--- src/rtl/multicycle_controlunit.sv ---
// Multicycle RV32I control unit: Moore FSM that walks each instruction through
// fetch/decode/execute/memory/writeback on a shared memory port and single ALU,
// owns the instruction register and flags unsupported encodings.
module multicycle_controlunit #(
  parameter int ALUCTRL_W   = 3,
  parameter int IMMSRC_W    = 3,
  parameter bit MEM_WAIT_EN = 1'b1
) (
  input  logic                 clk,
  input  logic                 rst,
  input  logic [31:0]          mem_rdata,
  input  logic                 mem_ready,
  input  logic                 EQ,
  output logic [31:0]          instr,
  output logic                 PCWrite,
  output logic                 IRWrite,
  output logic                 RegWrite,
  output logic                 MemWrite,
  output logic                 MemRead,
  output logic                 AdrSrc,
  output logic [1:0]           ALUSrcA,
  output logic [1:0]           ALUSrcB,
  output logic [1:0]           ResultSrc,
  output logic [ALUCTRL_W-1:0] ALUctrl,
  output logic [IMMSRC_W-1:0]  ImmSrc,
  output logic                 illegal,
  output logic [3:0]           state
);

  typedef enum logic [3:0] {
    FETCH    = 4'd0,
    DECODE   = 4'd1,
    MEMADR   = 4'd2,
    MEMREAD  = 4'd3,
    MEMWB    = 4'd4,
    MEMWRITE = 4'd5,
    EXECR    = 4'd6,
    EXECI    = 4'd7,
    ALUWB    = 4'd8,
    BRANCH   = 4'd9,
    JAL      = 4'd10,
    TRAP     = 4'd15
  } state_t;

  localparam logic [ALUCTRL_W-1:0] ALU_ADD = ALUCTRL_W'(3'b000);
  localparam logic [ALUCTRL_W-1:0] ALU_SUB = ALUCTRL_W'(3'b001);
  localparam logic [ALUCTRL_W-1:0] ALU_AND = ALUCTRL_W'(3'b010);
  localparam logic [ALUCTRL_W-1:0] ALU_OR  = ALUCTRL_W'(3'b011);
  localparam logic [ALUCTRL_W-1:0] ALU_SLT = ALUCTRL_W'(3'b101);

  localparam logic [IMMSRC_W-1:0] IMM_I = IMMSRC_W'(3'b000);
  localparam logic [IMMSRC_W-1:0] IMM_S = IMMSRC_W'(3'b001);
  localparam logic [IMMSRC_W-1:0] IMM_B = IMMSRC_W'(3'b010);
  localparam logic [IMMSRC_W-1:0] IMM_J = IMMSRC_W'(3'b011);

  localparam logic [6:0] OP_LOAD   = 7'b0000011;
  localparam logic [6:0] OP_STORE  = 7'b0100011;
  localparam logic [6:0] OP_RTYPE  = 7'b0110011;
  localparam logic [6:0] OP_ITYPE  = 7'b0010011;
  localparam logic [6:0] OP_BRANCH = 7'b1100011;
  localparam logic [6:0] OP_JAL    = 7'b1101111;

  localparam logic [31:0] IR_NOP = 32'h0000_0013;

  state_t      state_q;
  state_t      state_d;
  logic [31:0] ir_q;
  logic        rdy;
  logic [6:0]  opcode;
  logic [2:0]  funct3;
  logic        f7b5;
  logic [ALUCTRL_W-1:0] alu_sel;
  logic        alu_ok;

  // With waiting disabled the memory is treated as always ready.
  assign rdy    = MEM_WAIT_EN ? mem_ready : 1'b1;
  assign opcode = ir_q[6:0];
  assign funct3 = ir_q[14:12];
  assign f7b5   = ir_q[30];
  assign instr  = ir_q;
  assign state  = state_q;

  // State register and instruction register; IR loads only on a completed fetch.
  always_ff @(posedge clk) begin
    if (rst) begin
      state_q <= FETCH;
      ir_q    <= IR_NOP;
    end else begin
      state_q <= state_d;
      if (state_q == FETCH && rdy) begin
        ir_q <= mem_rdata;
      end
    end
  end

  // ALU operation for R/I execute; funct7[5] selects sub only for R-type add.
  always_comb begin
    alu_sel = ALU_ADD;
    alu_ok  = 1'b1;
    case (funct3)
      3'b000:  alu_sel = (state_q == EXECR && f7b5) ? ALU_SUB : ALU_ADD;
      3'b111:  alu_sel = ALU_AND;
      3'b110:  alu_sel = ALU_OR;
      3'b010:  alu_sel = ALU_SLT;
      default: alu_ok  = 1'b0;
    endcase
  end

  // Next-state and Moore outputs; write enables are suppressed while in reset.
  always_comb begin
    state_d   = state_q;
    PCWrite   = 1'b0;
    IRWrite   = 1'b0;
    RegWrite  = 1'b0;
    MemWrite  = 1'b0;
    MemRead   = 1'b0;
    AdrSrc    = 1'b0;
    ALUSrcA   = 2'b00;
    ALUSrcB   = 2'b00;
    ResultSrc = 2'b00;
    ALUctrl   = ALU_ADD;
    ImmSrc    = IMM_I;
    illegal   = 1'b0;
    case (state_q)
      FETCH: begin
        MemRead = 1'b1;
        IRWrite = rdy;
        PCWrite = rdy;
        ALUSrcB = 2'b10;
        if (rdy) state_d = DECODE;
      end
      DECODE: begin
        ALUSrcA = 2'b01;
        ALUSrcB = 2'b01;
        ImmSrc  = IMM_B;
        if ((opcode == OP_LOAD || opcode == OP_STORE) && funct3 == 3'b010)
          state_d = MEMADR;
        else if (opcode == OP_RTYPE)
          state_d = EXECR;
        else if (opcode == OP_ITYPE)
          state_d = EXECI;
        else if (opcode == OP_BRANCH && funct3[2:1] == 2'b00)
          state_d = BRANCH;
        else if (opcode == OP_JAL)
          state_d = JAL;
        else
          state_d = TRAP;
      end
      MEMADR: begin
        ALUSrcA = 2'b10;
        ALUSrcB = 2'b01;
        ImmSrc  = (opcode == OP_LOAD) ? IMM_I : IMM_S;
        state_d = (opcode == OP_LOAD) ? MEMREAD : MEMWRITE;
      end
      MEMREAD: begin
        AdrSrc  = 1'b1;
        MemRead = 1'b1;
        if (rdy) state_d = MEMWB;
      end
      MEMWB: begin
        ResultSrc = 2'b01;
        RegWrite  = 1'b1;
        state_d   = FETCH;
      end
      MEMWRITE: begin
        AdrSrc   = 1'b1;
        MemWrite = 1'b1;
        if (rdy) state_d = FETCH;
      end
      EXECR: begin
        ALUSrcA = 2'b10;
        ALUSrcB = 2'b00;
        ALUctrl = alu_sel;
        state_d = alu_ok ? ALUWB : TRAP;
      end
      EXECI: begin
        ALUSrcA = 2'b10;
        ALUSrcB = 2'b01;
        ImmSrc  = IMM_I;
        ALUctrl = alu_sel;
        state_d = alu_ok ? ALUWB : TRAP;
      end
      ALUWB: begin
        RegWrite = 1'b1;
        state_d  = FETCH;
      end
      BRANCH: begin
        ALUSrcA = 2'b10;
        ALUSrcB = 2'b00;
        ALUctrl = ALU_SUB;
        PCWrite = funct3[0] ? ~EQ : EQ;
        state_d = FETCH;
      end
      JAL: begin
        ALUSrcA   = 2'b01;
        ALUSrcB   = 2'b01;
        ImmSrc    = IMM_J;
        PCWrite   = 1'b1;
        ResultSrc = 2'b11;
        RegWrite  = 1'b1;
        state_d   = FETCH;
      end
      TRAP: begin
        illegal = 1'b1;
        state_d = TRAP;
      end
      default: state_d = TRAP;
    endcase
    if (rst) begin
      PCWrite  = 1'b0;
      IRWrite  = 1'b0;
      RegWrite = 1'b0;
      MemWrite = 1'b0;
    end
  end

endmodule

--- config.mk ---
export PLATFORM = sky130hd
export DESIGN_NAME = multicycle_controlunit
export DESIGN_NICKNAME = d
export VERILOG_FILES = /design/src/rtl/multicycle_controlunit.sv
export SDC_FILE = /design/constraint.sdc
export NUM_CORES = 1
export LEC_CHECK = 0
export BUFFER_PORTS_ARGS = -buffer_cell sky130_fd_sc_hd__clkbuf_2
export CORE_MARGIN = 3
export CORE_UTILIZATION = 45
export DETAILED_ROUTE_END_ITERATION = 7
export GPL_TIMING_DRIVEN = 0
export HOLD_SLACK_MARGIN = 0.02
export PLACE_DENSITY = 0.89
export REMOVE_ABC_BUFFERS = 1
export SYNTH_ARGS = -nofsm -noshare
export SYNTH_HDL_FRONTEND = slang
export SYNTH_SLANG_ARGS = --single-unit
--- constraint.sdc ---
create_clock -name clk -period 1.8 [get_ports clk]
set_clock_uncertainty 0.2 [all_clocks]
set_input_delay 0.36 -clock clk [delete_from_list [all_inputs] [get_ports clk]]
set_output_delay 0.36 -clock clk [all_outputs]
set_load 0.005 [all_outputs]
# Word-level counts from Yosys, hierarchy flattened
# Cells that the tools add are included.
# totals
output_inout_bits,55
word_cells,76
reg_bits,36
inputBits,36
# op_classes
n_eq_ne,23
reduce_logical,18
n_mux,32
bitwise,1
# ops
cell,n
$pmux 4 s7,1
$mux 4,6
$eq 4x3->1 const B,4
$eq 4x4->1 const B,4
$reduce_or 4->1,4
$eq 7x6->1 const B,2
$eq 7x7->1 const B,2
$mux 1,14
$mux 3,4
$pmux 2 s2,3
$pmux 3 s4,1
$eq 4x2->1 const B,2
$reduce_or 2->1,4
$eq 7x2->1 const B,1
$eq 7x5->1 const B,1
$eq 3x3->1 const B,2
$ne 2x2->1 const B,3
$pmux 2 s3,1
$pmux 3 s2,1
$eq 4x1->1 const B,1
$logic_and 1x1->1,4
$logic_not 4->1,1
$eq 3x2->1 const B,1
$logic_not 3->1,1
other kinds (6),6

# Depth between registers and ports, before layout
# Gate-level depths: netlist (run 1).
# logic_depth
ltp_word,7
depth_mapped,6
depth_no_buf,4

# Worst setup path before layout (run 1)
# OpenSTA, ideal clock, no wires.
# synth_timing
kind,reg2out
from,"register state_q[3], in the netlist state[3]"
to,output port PCWrite
arrival_time_ps,1370
stages_incl_launch_ff,7
required_ps,1240
path_buffers,2
setup_slack_ps,-130
path_cell_list,dfxtp_1 nor4_2 and2_1 buf_4 buf_6 a21oi_1 nor2_1
# synth_via
elab_chain_len,3
word_cells_on_any_way,5
cone_classes,eq/ne (2); mux (2); reduce/logical (1)
# synth_lines
element,line,source
start: declaration,65,state_t state_q;
start signal: assignment,89,state_q <= state_d;
$eq 4x4->1 / $logic_not 4->1 (equally long branches),124,case (state_q)
$pmux 1 s3 *,124,
$mux 1 *,209,if (rst) begin
end: declaration,15,"output logic PCWrite,"
# Every way passes the cells marked *; elsewhere a longest branch is shown, timed or not.

# Worst setup path in the final report (run 1)
# layout_timing
from,"register state_q[0], in the netlist state[0]"
to,output port PCWrite
# Same word-level chain as after synthesis.

==> results of run 1 <==
-- registers in the layout, indices dropped and copies added (netlist names) --
signal,count
state,4
instr,32
-- report_power, final --
part	switching [mW]	internal (mW)
sequential	0.267	1.04
clock	0.305	0.313
combinational	1.60	1.49
total	2.17	2.84
-- logic make-up (layout without fill, tap and decap cells) --
logic type / count (synthesis) / after routing
other cells: 1 / 1
xor+xnor: 3 / 3
simple gates: 115 / 119
compound gates: 60 / 60
flops: 36 / 36
buf+inv: 26 / 131
-- cell type report --
type                            count  area, um^2
Multi-Input combinational cell    183        1290
Fill cell                         242         767
Timing Repair Buffer              116         747
Sequential cell                    36         742
Clock buffer                        6        82.6
Tap cell                           48        60.1
Inverter                            7        36.3
Clock inverter                      2        13.8
-- critical path: cells and delay by family (launching register included) --
| kind | cells | cell delay, ns |
|---|---|---|
| compound gates | 2 | 0.29 |
| buf+inv | 1 | 0.16 |
| flops | 1 | 0.44 |
| simple gates | 2 | 0.30 |
-- stage by stage --
stage          cells  cell area, um^2  setup WS [ns]  utilization  total power, mW
6_report         398             2980         -0.245        0.795             5.01
4_1_cts          394             2760         -0.183        0.736             4.47
3_5_place_dp     359             2200          -1.16        0.588             2.89
2_1_floorplan    222             1690         -0.617            -             2.24
5_1_grt          398             2980         -0.296        0.795             5.30
3_3_place_gp     359             2200          -1.15        0.588             2.84
-- routing by layer --
metal	track usage	wire [um]
met1	0.323	2790
met2	0.471	3620
met3	0.0768	619
met4	0.0868	126
met5	0	0
-- how the worst max path moves through the flow --
| stage | start | endpoint | slack [ns] | cells after the start |
|---|---|---|---|---|
| after global routing | state[3]$_SDFFE_PP0P_ | PCWrite | -0.30 | 5 |
| after detailed placement | state[2]$_SDFFE_PP0P_ | PCWrite | -1.16 | 5 |
| after floorplan | state[2]$_SDFFE_PP0P_ | PCWrite | -0.62 | 4 |
| after global placement | state[2]$_SDFFE_PP0P_ | PCWrite | -1.15 | 5 |
| final | state[0]$_SDFFE_PP0P_ | PCWrite | -0.25 | 5 |
| after CTS | state[0]$_SDFFE_PP0P_ | ALUSrcA[0] | -0.18 | 3 |
-- cell usage after synthesis (all sizes together) (3+ instances only) --
cell type | instances | area, um^2
a21oi | 33 | 165
a311oi | 3 | 32.5
and2 | 4 | 25.0
and3 | 3 | 18.8
buf | 7 | 58.8
clkbuf | 12 | 45.0
dfxtp | 36 | 721
inv | 7 | 26.3
nand2 | 67 | 251
nand2b | 4 | 25.0
nand3 | 4 | 20.0
nor2 | 14 | 52.6
nor3 | 5 | 25.0
nor4 | 3 | 25.0
o21ai | 7 | 35.0
-- what timing repair did --
action / CTS / global route
buffers inserted: 24 / 4
endpoints found under the setup margin: 55 / 41
pin swaps: 14 / 12
gates resized for setup: 67 / 49
gates cloned: 4 / 1
==> flow_summary.toml, run 1 <==
[logic_synthesis]
yosysUniqueCellTypes = 45
ys.flop_type = "dfxtp_1"
ys_seq_area_frac = 0.401
yosys_warnings = 0
netlist_instances = 241
synth_top_family_by_area = "simple AND/OR/NAND/NOR gates"
synth_edf_count = 0
syn_area_um2 = 1800
async_flop_share = 0
synthAdderAreaFrac = 0
synthXorXnorAreaFrac = 0.0146
muxShareOfSynthArea = 0
ys_ff_latch = 36
yosys.area_share.simple = 0.298
synth-compound-area-share = 0.212
avgSynthCellArea_um2 = 7.46

[placement]
io_buffer_count = 89
globalplace.congestion = 0.903
dp_hpwl_mm = 3.31

[detailed_routing]
drt_pass1_iterations = 5
num_vias = 2271
drt_iter0_drc = 300
wl_mm = 7.16
drcViolationCount = 0
wire_per_inst_um = 18.0
vias_per_cell = 5.71
ant_nets = 0

[setup_path]
critPathMaxFanout = 8
reg2reg_to = "state[0]$_SDFFE_PP0P_"
path_class = "reg -> out"
startpoint_type = "flop"
arrival_ns = 1.49
reg2reg_depth = 5
r2r_slack_ns = -0.12
path_cells = "nand2b_4, o21ai_0, a21oi_2, nor2_1, buf_2"
slowest_stage = "dfxtp_4"
r2r-start = "state[0]$_SDFFE_PP0P_"
crit_path_end_kind = "output port"
worst_ep_required_time_ns = 1.24
cp_slowest_stage_delay_ns = 0.44

[timing]
hold_viol_final = 0
fmax_mhz = 489
hold_slack_ns = 0.0770
slew_violations = 0
finalCriticalPeriod_ns = 2.05
worstMarginPinSlew_ns = 0.544
finalCritPeriodShare = 1.14
setup_ws_ns = -0.245
maxSlewHeadroom = 0.638
totalNegativeSetupSlack_ns = -2.45
final-setup-viol-count = 20
rsz0062_at_grt = "true"

[run_status]
violations = "negative setup slack"
status = "complete, but fails checks"

[cells_and_area]
syn2layout_area_growth_pct = 65.6
final_common_cell = "clkbuf_2"
diodes = 0
final_cell_mix = "81 x clkbuf_2, 58 x nand2_1, 27 x dfxtp_1"
nets = 385
drive_gt1_frac = 0.551

[clocking]
cts-hold-fix-buffers = 0
htreeDepth = 2
insertion_delay_ns = 0.29
cts_tree = "built"
clock-root-buffer = "clkbuf_8"
cts.sinks = 36
numCtsBuffers = 5
clockBufferDepth = 2
clkTransAtPathRegs_ns = 0.07

[power_and_ir_drop]
leakagePower_nw = 1.30
power_density_nw_per_um2 = 1680
ir_drop_v = 0.000812

[global_routing]
grt_max_degree = 41
grt_overflow = 0
track_usage = 0.272
grt_pass1_vias = 2177
antenna_found_initial = 0
grt_pass1_wl_mm = 10.5

[worst_hold_path]
whs_endpoint = "instr[4]$_SDFFE_PP1P_"
min_from = "mem_rdata[4]"
hold_path_depth = 2
hold_path_class = "in -> reg"

[floorplan]
core_um2 = 3740
rows = 22
die_area_um2 = 4790
ios = 91
initial_core_util = 0.480
die_x_um = 69.2
dieHeight_um = 69.2

[flow_run]
max-cap-violations = 0
(Power assumes the default switching activity.)
==> run 2: changes to the inputs <==
==> constraint.sdc (replaced) <==
create_clock -name clk -period 1.8 [get_ports clk]
set_clock_uncertainty 0.2 [all_clocks]
set_input_delay 0.36 -clock clk [delete_from_list [all_inputs] [get_ports clk]]
set_output_delay 0.36 -clock clk [all_outputs]
set_load 0.1 [all_outputs]
==> run 2 against run 1 <==
  * The flow still finishes with violations (negative setup slack)
  * Sequential cell count is the same
  * Die area is the same
  * Sequential share of layout area shrank 2.1 points
  * Core utilization grew 7.7 points
  * Fmax shrank 7.7%
  * First-iteration DRC count shrank 1.0%
  * Clock-buffer cell count is the same
  * Critical path depth shrank 1
  * Global-route usage grew 1.6 points
  * Largest cell class unchanged
==> flow_summary.toml, run 2 (same netlist as run 1, synthesis figures left out) <==
[worst_hold_path]
hold_path_class = "in -> reg"
whs_endpoint = "instr[0]$_SDFFE_PP1P_"
min_from = "mem_rdata[0]"
hold_path_depth = 3

[clocking]
cts.sinks = 36
htreeDepth = 2
numCtsBuffers = 5
insertion_delay_ns = 0.29
clock-root-buffer = "clkbuf_8"
clkTransAtPathRegs_ns = 0.08
cts-hold-fix-buffers = 0
cts_tree = "built"
clockBufferDepth = 2

[setup_path]
cp.depth = 4
path_buf_inv = 2
worst_ep_required_time_ns = 1.24
reg2reg_depth = 5
r2r-start = "state[2]$_SDFFE_PP0P_"
critPathMaxFanout = 6
startpoint_type = "flop"
arrival_ns = 1.66
path_cells = "buf_4, xor2_1, and3_1, clkbuf_16"
r2r_slack_ns = -0.24
path_class = "reg -> out"
reg2reg_to = "state[0]$_SDFFE_PP0P_"
cp_slowest_stage_delay_ns = 0.41
crit_path_end_kind = "output port"
slowest_stage = "dfxtp_4"
cp_top_family = "flip-flops"

[detailed_routing]
num_vias = 2469
drt_pass1_iterations = 6
ant_nets = 0
vias_per_cell = 6.11
drt_iter0_drc = 297
wl_mm = 8.78
wire_per_inst_um = 21.7
drcViolationCount = 0

[cells_and_area]
final_cell_mix = "66 x nand2_1, 60 x clkbuf_2, 31 x a21oi_1"
syn2layout_area_growth_pct = 81.6
largest_reg_flops = 32
stdcell_count = 404
n_fill_cell = 176
final_common_cell = "nand2_1"
nets = 391
drive_gt1_frac = 0.522
diodes = 0

[floorplan]
ios = 91
initial_core_util = 0.480
core_um2 = 3740
die_x_um = 69.2
die_area_um2 = 4790
dieHeight_um = 69.2
rows = 22

[global_routing]
track_usage = 0.288
grt_pass1_vias = 2238
grt_pass1_wl_mm = 11.1
antenna_found_initial = 0
grt_overflow = 0
grt_max_degree = 41

[placement]
dp_hpwl_mm = 3.31
placed_cells = 359
globalplace.congestion = 0.903
io_buffer_count = 89

[timing]
finalCritPeriodShare = 1.23
totalNegativeSetupSlack_ns = -8.85
worstMarginPinSlew_ns = 0.567
rsz0062_at_grt = "true"
finalCriticalPeriod_ns = 2.22
hold_viol_final = 0
fmax_mhz = 451
maxSlewHeadroom = 0.623
final-setup-viol-count = 45
setup_ws_ns = -0.417
slew_violations = 0

[run_status]
status = "complete, but fails checks"
violations = "negative setup slack"

[flow_run]
max-cap-violations = 0
-- run 2: cell count changes in the layout (fill, tap and decap cells not counted), sizes merged --
cell      change
and2          -2
buf          +10
clkbuf        -2
clkinvlp      +1
inv           -1
-- run 2: worst max-delay path by stage --
stage / from / endpoint / slack (ns)
after CTS: state[3]$_SDFFE_PP0P_ / PCWrite / -0.30
final: state[2]$_SDFFE_PP0P_ / AdrSrc / -0.42
after global placement: state[2]$_SDFFE_PP0P_ / PCWrite / -1.50
after detailed placement: state[2]$_SDFFE_PP0P_ / PCWrite / -1.51
after floorplan: state[2]$_SDFFE_PP0P_ / IRWrite / -4.19
after global routing: state[2]$_SDFFE_PP0P_ / AdrSrc / -0.41
-- run 2: final cells by class --
cell class                      instances  area [um^2]  share of cell area
Clock buffer                            6         82.6              0.0253
Clock inverter                          2         13.8             0.00421
Inverter                                7         30.0             0.00920
Multi-Input combinational cell        181         1230               0.377
Sequential cell                        36          744               0.228
Tap cell                               48         60.1              0.0184
Timing Repair Buffer                  124         1100               0.338
-- run 2: worst reg2reg max path: stages, from the launching register on --
cell and delay (ns):
dfxtp_4 0.38, or4b_4 0.61, buf_6 0.17, a41oi_2 0.19, nand3_2 0.11, a311oi_2 0.26
-- run 2: through the flow --
step	instance area, um^2	setup slack [ns]	hold WS [ns]	util
floorplan	1690	-4.19	0.226	-
global placement	2200	-1.50	0.241	0.588
detailed placement	2200	-1.51	0.246	0.588
CTS	2960	-0.302	0.0717	0.790
global route	3270	-0.412	0.0946	0.872
finish	3270	-0.417	0.0787	0.872
-- run 2: what timing repair did --
item / in CTS / in global routing
setup buffers: 23 / 13
resized for setup: 114 / 51
pin swaps: 15 / 11
endpoints found under the setup margin: 60 / 47
cloned: 2 / 0
-- run 2: per-layer routing --
metal / wire, um / GRT usage / vias up
met4: 616 / 0.113 / 0
met2: 3940 / 0.484 / 225
met3: 1190 / 0.0899 / 75
met1: 3040 / 0.340 / 1113
li1: - / - / 1056
met5: 0 / 0 / -
Power of run 2 is not shown: default switching activity piles up to over one toggle a cycle in this logic, so the estimate is an artifact.
